==> src/rtl/ps2_key_rx_if.sv <==
// PS/2 pin and key-word bundle between a PS/2 source (pins or bench model) and the receiver.
interface ps2_key_rx_if;
  logic        ps2_clk_i;
  logic        ps2_dat_i;
  logic [10:0] ps2_key;
  logic        frame_err;
  logic        busy;

  modport master (output ps2_clk_i, ps2_dat_i, input ps2_key, frame_err, busy);
  modport slave  (input ps2_clk_i, ps2_dat_i, output ps2_key, frame_err, busy);
endinterface

==> src/rtl/ps2_key_rx.sv <==
// PS/2 keyboard frame receiver producing the toggle-encoded 11-bit ps2_key word
// {toggle, pressed, extended, scancode} in the clk_sys domain.
module ps2_key_rx #(
  parameter int FILTER      = 8,
  parameter int TIMEOUT_CYC = 4800
) (
  input  logic        clk_sys,
  input  logic        reset_n,
  ps2_key_rx_if.slave bus
);
  localparam int FW = $clog2(FILTER + 1);
  localparam int TW = $clog2(TIMEOUT_CYC + 1);

  localparam logic [1:0] S_IDLE = 2'd0;
  localparam logic [1:0] S_DATA = 2'd1;
  localparam logic [1:0] S_PAR  = 2'd2;
  localparam logic [1:0] S_STOP = 2'd3;

  logic [1:0]        r_clk_s, r_dat_s;
  logic [FW-1:0]     r_fcnt;
  logic              r_clk_f, r_clk_fd;
  logic [FILTER-1:0] r_dat_d;
  logic              w_fall, w_dat;

  logic [1:0]        r_state;
  logic [2:0]        r_bitcnt;
  logic [7:0]        r_sr;
  logic              r_par_ok;
  logic [TW-1:0]     r_tcnt;
  logic              r_err, r_byte_vld;

  logic              r_ext, r_rel;
  logic [2:0]        r_skip;
  logic [10:0]       r_key;

  // Synchronize, debounce clock, and delay data by the filter depth so it
  // lines up with the filtered clock edge.
  always_ff @(posedge clk_sys or negedge reset_n) begin
    if (!reset_n) begin
      r_clk_s  <= 2'b11;
      r_dat_s  <= 2'b11;
      r_fcnt   <= '0;
      r_clk_f  <= 1'b1;
      r_clk_fd <= 1'b1;
      r_dat_d  <= '1;
    end else begin
      r_clk_s  <= {r_clk_s[0], bus.ps2_clk_i};
      r_dat_s  <= {r_dat_s[0], bus.ps2_dat_i};
      r_clk_fd <= r_clk_f;
      r_dat_d  <= {r_dat_d[FILTER-2:0], r_dat_s[1]};
      if (r_clk_s[1] == r_clk_f) begin
        r_fcnt <= '0;
      end else if (r_fcnt == FW'(FILTER - 1)) begin
        r_clk_f <= r_clk_s[1];
        r_fcnt  <= '0;
      end else begin
        r_fcnt <= r_fcnt + FW'(1);
      end
    end
  end

  assign w_fall = r_clk_fd & ~r_clk_f;
  assign w_dat  = r_dat_d[FILTER-1];

  // Frame FSM: one transition per filtered falling edge, plus inactivity timeout.
  always_ff @(posedge clk_sys or negedge reset_n) begin
    if (!reset_n) begin
      r_state    <= S_IDLE;
      r_bitcnt   <= '0;
      r_sr       <= '0;
      r_par_ok   <= 1'b0;
      r_tcnt     <= '0;
      r_err      <= 1'b0;
      r_byte_vld <= 1'b0;
    end else begin
      r_err      <= 1'b0;
      r_byte_vld <= 1'b0;
      if (r_state != S_IDLE && !w_fall && r_tcnt == TW'(TIMEOUT_CYC - 1)) begin
        r_state <= S_IDLE;
        r_err   <= 1'b1;
        r_tcnt  <= '0;
      end else if (w_fall) begin
        r_tcnt <= '0;
        case (r_state)
          S_IDLE: if (!w_dat) begin
            r_state  <= S_DATA;
            r_bitcnt <= '0;
          end
          S_DATA: begin
            r_sr     <= {w_dat, r_sr[7:1]};
            r_bitcnt <= r_bitcnt + 3'd1;
            if (r_bitcnt == 3'd7) r_state <= S_PAR;
          end
          S_PAR: begin
            r_par_ok <= (^r_sr) ^ w_dat;
            r_state  <= S_STOP;
          end
          default: begin
            if (w_dat && r_par_ok) r_byte_vld <= 1'b1;
            else                   r_err      <= 1'b1;
            r_state <= S_IDLE;
          end
        endcase
      end else if (r_state != S_IDLE) begin
        r_tcnt <= r_tcnt + TW'(1);
      end else begin
        r_tcnt <= '0;
      end
    end
  end

  // Byte decode; sr is stable here because the next frame cannot shift data
  // until its first data bit, many cycles after the start bit.
  always_ff @(posedge clk_sys or negedge reset_n) begin
    if (!reset_n) begin
      r_ext  <= 1'b0;
      r_rel  <= 1'b0;
      r_skip <= '0;
      r_key  <= '0;
    end else if (r_err) begin
      r_ext  <= 1'b0;
      r_rel  <= 1'b0;
      r_skip <= '0;
    end else if (r_byte_vld) begin
      if (r_skip != 3'd0) begin
        r_skip <= r_skip - 3'd1;
      end else if (r_sr == 8'hE1) begin
        r_skip <= 3'd7;
        r_ext  <= 1'b0;
        r_rel  <= 1'b0;
      end else if (r_sr == 8'hE0) begin
        r_ext <= 1'b1;
      end else if (r_sr == 8'hF0) begin
        r_rel <= 1'b1;
      end else begin
        r_key <= {~r_key[10], ~r_rel, r_ext, r_sr};
        r_ext <= 1'b0;
        r_rel <= 1'b0;
      end
    end
  end

  assign bus.ps2_key   = r_key;
  assign bus.frame_err = r_err;
  assign bus.busy      = (r_state != S_IDLE);
endmodule

==> src/flat_wrapper.sv <==
// flat-port wrapper written by rule: the top's interface ports become plain ports
module ps2_key_rx_flat 
#(
  parameter int FILTER      = 8,
  parameter int TIMEOUT_CYC = 4800
)
  (clk_sys, reset_n, bus_ps2_clk_i, bus_ps2_dat_i, bus_ps2_key, bus_frame_err, bus_busy);
  ps2_key_rx_if bus_i ();
  input  logic clk_sys;
  input  logic reset_n;
  input wire logic [$bits(bus_i.ps2_clk_i)-1:0] bus_ps2_clk_i;
  input wire logic [$bits(bus_i.ps2_dat_i)-1:0] bus_ps2_dat_i;
  output wire logic [$bits(bus_i.ps2_key)-1:0] bus_ps2_key;
  output wire logic [$bits(bus_i.frame_err)-1:0] bus_frame_err;
  output wire logic [$bits(bus_i.busy)-1:0] bus_busy;
  assign bus_i.ps2_clk_i = bus_ps2_clk_i;
  assign bus_i.ps2_dat_i = bus_ps2_dat_i;
  assign bus_ps2_key = bus_i.ps2_key;
  assign bus_frame_err = bus_i.frame_err;
  assign bus_busy = bus_i.busy;
  ps2_key_rx #(.FILTER(FILTER), .TIMEOUT_CYC(TIMEOUT_CYC)) u_core (.clk_sys(clk_sys), .reset_n(reset_n), .bus(bus_i));
endmodule
==> config.mk <==
export PLATFORM = sky130hd
export DESIGN_NAME = ps2_key_rx_flat
export DESIGN_NICKNAME = d
export VERILOG_FILES = /design/src/rtl/ps2_key_rx_if.sv /design/src/rtl/ps2_key_rx.sv /design/src/flat_wrapper.sv
export SDC_FILE = /design/constraint.sdc
export NUM_CORES = 1
export LEC_CHECK = 0
export ABC_AREA = 0
export BUFFER_PORTS_ARGS = -buffer_cell sky130_fd_sc_hd__buf_2
export CORE_MARGIN = 4
export CORE_UTILIZATION = 54
export CTS_CLUSTER_DIAMETER = 30
export DETAILED_ROUTE_END_ITERATION = 12
export GPL_TIMING_DRIVEN = 0
export PLACE_DENSITY = 0.75
export SYNTH_ARGS = -nofsm -noshare
export SYNTH_HDL_FRONTEND = slang
export SYNTH_SLANG_ARGS = --single-unit
export TNS_END_PERCENT = 1
==> constraint.sdc <==
create_clock -name clk_sys -period 1.75 [get_ports clk_sys]
set_input_delay 0.175 -clock clk_sys [delete_from_list [all_inputs] [get_ports clk_sys]]
set_output_delay 0.175 -clock clk_sys [all_outputs]
set_load 0.01 [all_outputs]
== Yosys cells after proc, flatten, opt, wreduce, memory -nomap -nowiden ==
Index checks and enable logic that the tools add are counted.
Word-level totals
  register bits: 63
  input port bits: 4
  output and inout bits: 13
  logic and storage cells: 106
Operators by class
  reductions and logical operators: 22
  mux-type cells: 36
  bitwise gates (word level): 12
  add/sub/neg operators: 4
  equal/unequal tests: 15
Operators by type and width (number)
  2-to-1 mux 13 bit: 3
  equality test 8 bit, second input constant: 3
  2-to-1 mux 1 bit: 20
  2-to-1 mux 3 bit: 5
  AND reduction 3 bit: 5
  adder 13 x 1 -> 13 bit, second input constant: 1
  equality test 13 bit, second input constant: 1
  inverter 1 bit: 10
  2-to-1 mux 2 bit: 4
  2-to-1 mux 4 bit: 2
  nonzero test 2 bit: 4
  parity 8 bit: 1
  inequality test 3 x 1 -> 1 bit, second input constant: 2
  one-hot mux 2 bit (3 select lines): 1
  one-hot mux 3 bit (2 select lines): 1
  AND reduction 6 bit: 1
  nonzero test 3 bit: 2
  adder 4 x 1 -> 4 bit, second input constant: 1
  equality test 4 x 3 -> 1 bit, second input constant: 1
  inequality test 4 x 1 -> 1 bit, second input constant: 1
  AND reduction 2 bit: 2
  AND reduction 4 bit: 1
  adder 3 x 1 -> 3 bit, second input constant: 1
  equality test 3 bit, second input constant: 1
  13 further kinds: 15

== Longest topological paths before layout ==
  depth in word-level cells: 7
  gate-level depth with buffers: 8
  gate-level depth less buffers: 6

== Least setup slack after synthesis ==
No wires, ideal clock.
  path kind: flip-flop to flip-flop
  from: reg u_core.r_tcnt[8]
  to: reg u_core.r_tcnt[10]
  stages on the path, launching flop included: 6
  period minus slack after synthesis: 1.808 ns
  data required time: 1.631 ns
  setup slack: -0.058 ns
  buffers on the path: 1
  arrival: 1.689 ns
  setup time: 0.119 ns
  path through: dfrtp_1 or4b_1 or4_4 nand2_2 buf_6 nor2_1
On the way
  word-level cells in the longest chain between the ends: 4
  elaborated cells on any way between the ends: 6
  those cells by class: add/sub (1); eq/ne (1); mux (3); reduce/logical (1)
Ends and longest elaborated chain
  from (decl): RTL line ps2_key_rx.sv:29  | logic [TW-1:0] r_tcnt;
  from (signal assigned): RTL line ps2_key_rx.sv:105  | r_tcnt <= r_tcnt + TW'(1);
  adder 13 x 1 -> 13 bit: RTL line ps2_key_rx.sv:105
  2-to-1 mux 13 bit: RTL line ps2_key_rx.sv:104  | end else if (r_state != S_IDLE) begin
  2-to-1 mux 13 bit: RTL line ps2_key_rx.sv:82  | end else if (w_fall) begin
  2-to-1 mux 13 bit *: RTL line ps2_key_rx.sv:78  | if (r_state != S_IDLE && !w_fall && r_tcnt == TW'(TIMEOUT_CYC - 1)) begin
Every way passes the cells marked *; elsewhere a longest branch is shown, timed or not.
A chain may end at the register's enable or synchronous reset.

== Worst setup path after layout ==
  from: reg u_core.r_tcnt[6]
  to: reg u_core.r_state[0]
On the way
  word-level cells in the longest chain between the ends: 4
  elaborated cells on any way between the ends: 7
  those cells by class: eq/ne (3); mux (1); reduce/logical (3)
Ends and longest elaborated chain
  equality test 13 bit *: RTL line ps2_key_rx.sv:78
  logical AND 1 bit *: RTL line ps2_key_rx.sv:78
  inequality test 3 x 1 -> 1 bit (no source line), or another cell as far along
  AND reduction 3 bit (no source line)
  to (signal assigned): RTL line ps2_key_rx.sv:79  | r_state <= S_IDLE;
  to (signal assigned): RTL line ps2_key_rx.sv:86  | r_state <= S_DATA;
  to (signal assigned): RTL line ps2_key_rx.sv:92  | if (r_bitcnt == 3'd7) r_state <= S_PAR;
  to (decl): RTL line ps2_key_rx.sv:25  | logic [1:0] r_state;
Marked as above.

==> qor.yml <==
seq_area_frac_synth_pct: 57.4
path_buf_inv: 0
p_sw_w: 0.00103
totalNegativeSetupSlack_ns: -0.0458
slowest_delay_ns: 0.51
slew_headroom_pct: 50.3
fp.dieArea_sq_um: 6350
fillCellCount: 360
final-setup-viol-count: 5
power.density_nw_per_um2: 1080
pwr-share-comb_pct: 19.5
grt_pass1_vias: 1802
fin_nets: 298
period_share_pct: 101
drive_above_1_share_pct: 28.6
path_cells: "or4b_1 -> or4_4 -> nor3_4 -> o32ai_1"
r2r_cells: 4
htree_num_levels: 3
antenna_found_initial: 0
grt_max_degree: 64
status: "complete, but fails checks"
initial_core_util_pct: 57.3
synth_edf_count: 0
grt-ovfl-total: 0
cts_tree: "yes"
die_w_microns: 79.7
clock_skew_ns: 0.00391
maxCapViolations: 0
whs_path_depth: 0
grt_pass1_wl_mm: 8.19
synth_cell_types: 44
vias: 1834
fin_cells: 350
worst_slack_ns: -0.0257
firstDrtPassIters: 4
hp-class: "reg2reg"
fin_util_pct: 67.0
period_needed_ns: 1.78
critPathRequiredTime_ns: 1.95
cts-root-buf: "clkbuf_8"
cp-start-kind: "register"
dp.cells: 328
viasPerCell: 5.24
hold_viol: 0
core_area_sq_um: 4850
clock_latency_ns: 0.33
violations: "setup timing"
io_pins: 17
wl_per_cell_microns: 13.4
arrival_ns: 1.98
cts.path.max_buffers: 2
final_max_slew_viol_count: 0
ys_async_sr_fraction_pct: 100
ys_warn_count: 0
path_max_fanout: 3
p_int_w: 0.00249
cp-end-kind: "register"
stdcell_area_sq_um: 3250
synth-seq-cells: 63
rsz0062_at_grt: "true"
initialDrtViolationCount: 74
p_sw_share_pct: 29.3
p_leak_nw: 1.44
clkTransAtPathRegs_ns: 0.06
layout_common_cells: "dfrtp_1, nor2_1, nand2_1"
port_buffers: 16
gp_congestion: 0.803
clock.fmax_mhz: 563
cp_num_cells: 4
path_delay_family: "simple AND/OR/NAND/NOR gates"
syn_nets: 265
clock_sinks: 63
synth_ff_type: "dfrtp_1"
critPathSlowestCell: "or4b_1"
worst-slew-pin-transition_ns: 0.746
syn_area_sq_um: 2780
routed_wl_mm: 4.68
place_hpwl_mm: 3.03
antenna_left: 0
track_usage_pct: 17.1
rows: 25
area_delta_synth_final_pct: 16.9
cts_buffers: 9
syn-mean-instance-area_sq_um: 11.3
critical_path_class: "reg2reg"
irDropWorstVdd_mv: 0.803
seqPwrFrac_pct: 49.1
n_antenna_cell: 0
place_area_sq_um: 2940
clock_power_share_pct: 31.4
drc: 0
syn-instance-count: 245
die_h_microns: 79.7
mostFrequentLayoutCell: "dfrtp_1"
hold_slack_ns: 0.355
-- worst register-to-register path: stages, from the launching register on --
cell     delay (ns)
dfrtp_1        0.38
or4b_1         0.51
or4_4          0.48
nor3_4         0.18
o32ai_1        0.10
-- routing by layer --
| layer | vias up | global-route usage, % | share of wire (%) |
|---|---|---|---|
| met2 | 22 | 24.9 | 46 |
| met4 | 0 | 6.19 | 1.7 |
| met3 | 10 | 6.43 | 4.0 |
| met1 | 895 | 23.3 | 48 |
| met5 | - | 0 | 0 |
| li1 | 907 | - | - |
-- repair_timing --
item	CTS	global route
buffers inserted	4	0
hold buffers	2	1
setup endpoints to repair	27	27
resized for setup	8	18
gates cloned	0	0
hold endpoints to repair	2	49
pin swaps	9	1
-- cell type report --
| class | count | area, sq um | share of cell area, % |
|---|---|---|---|
| multi-input combinational | 161 | 1150 | 35.4 |
| buffer | 5 | 37.5 | 1.16 |
| timing repair buffer | 23 | 150 | 4.62 |
| tap | 67 | 83.8 | 2.58 |
| clock buffer | 12 | 155 | 4.78 |
| sequential | 63 | 1590 | 49.1 |
| inverter | 15 | 56.3 | 1.73 |
| clock inverter | 4 | 20.0 | 0.617 |
-- Yosys cell counts, types with 2 or more instances --
master    instances  share of area (%)
nand2b_1          2               0.45
a21oi_1           5               0.90
nor2_1           26                3.5
nand2_1          22                3.0
nor3_1            7                1.3
nor2b_1           3               0.68
ha_1             16                7.2
clkbuf_1          4               0.54
dfrtp_1          49                 44
nand4_1           4               0.90
mux2_2            9                3.7
a21boi_0          2               0.54
nand3_1           7                1.3
o21ai_0          15                2.7
nand3b_1          2               0.54
dfstp_2          14                 13
inv_1            15                2.0
xnor2_1          16                5.0
xor2_1            2               0.63
-- through the flow --
| stage | worst slack, ns | total power (W) |
|---|---|---|
| after detailed placement | -0.434 | 0.00238 |
| after global placement | -0.343 | 0.00235 |
| after global routing | -0.0988 | 0.00374 |
| final | -0.0257 | 0.00352 |
| after floorplan | -0.0106 | 0.00219 |
| after CTS | -0.0367 | 0.00352 |
-- worst paths after layout --
check,endpoint,slack (ns),from
min in group asynchronous,u_core.bus.ps2_key[1],0.46,reset_n
hold reg to reg,u_core.r_dat_s[1],0.36,u_core.r_dat_s[0]
max in group asynchronous,u_core.r_state[0],0.80,reset_n
hold / removal,u_core.r_dat_s[1],0.36,u_core.r_dat_s[0]
setup reg to reg,u_core.r_state[0],-0.03,u_core.r_tcnt[6]
setup / recovery,u_core.r_state[0],-0.03,u_core.r_tcnt[6]
-- power by group through the flow --
stage                     Sequential (W)  Clock [W]  Combinational (W)
after floorplan                  0.00172          0           0.000472
after global placement           0.00174          0           0.000606
after detailed placement         0.00175          0           0.000630
after CTS                        0.00172    0.00115           0.000654
after global routing             0.00175    0.00122           0.000778
final                            0.00173    0.00111           0.000685
-- sequential cells by signal, indices dropped and copies added, names as in the netlist --
signal and flops:
u_core.r_clk_fd 1, u_core.r_byte_vld 1, u_core.r_clk_f 1, u_core.bus.frame_err 1
u_core.r_fcnt 4, u_core.r_dat_s 2, u_core.bus.ps2_key 11, u_core.r_dat_d 8
u_core.r_ext 1, u_core.r_skip 3, u_core.r_rel 1, u_core.r_bitcnt 3
u_core.r_tcnt 13, u_core.r_clk_s 2, u_core.r_state 2, u_core.r_sr 8
u_core.r_par_ok 1
-- cell families after synthesis --
group / Yosys count / share of synthesized area, %
xor gates and xnor gates: 18 / 5.68
adders and majority gates: 16 / 7.21
muxes: 9 / 3.65
and+or+nand+nor: 84 / 15.1
AOI/OAI and AO/OA: 34 / 7.80
DFF: 63 / 57.4
buffers and inverters: 21 / 3.11
Note: power is estimated with default switching activity, not from simulation.
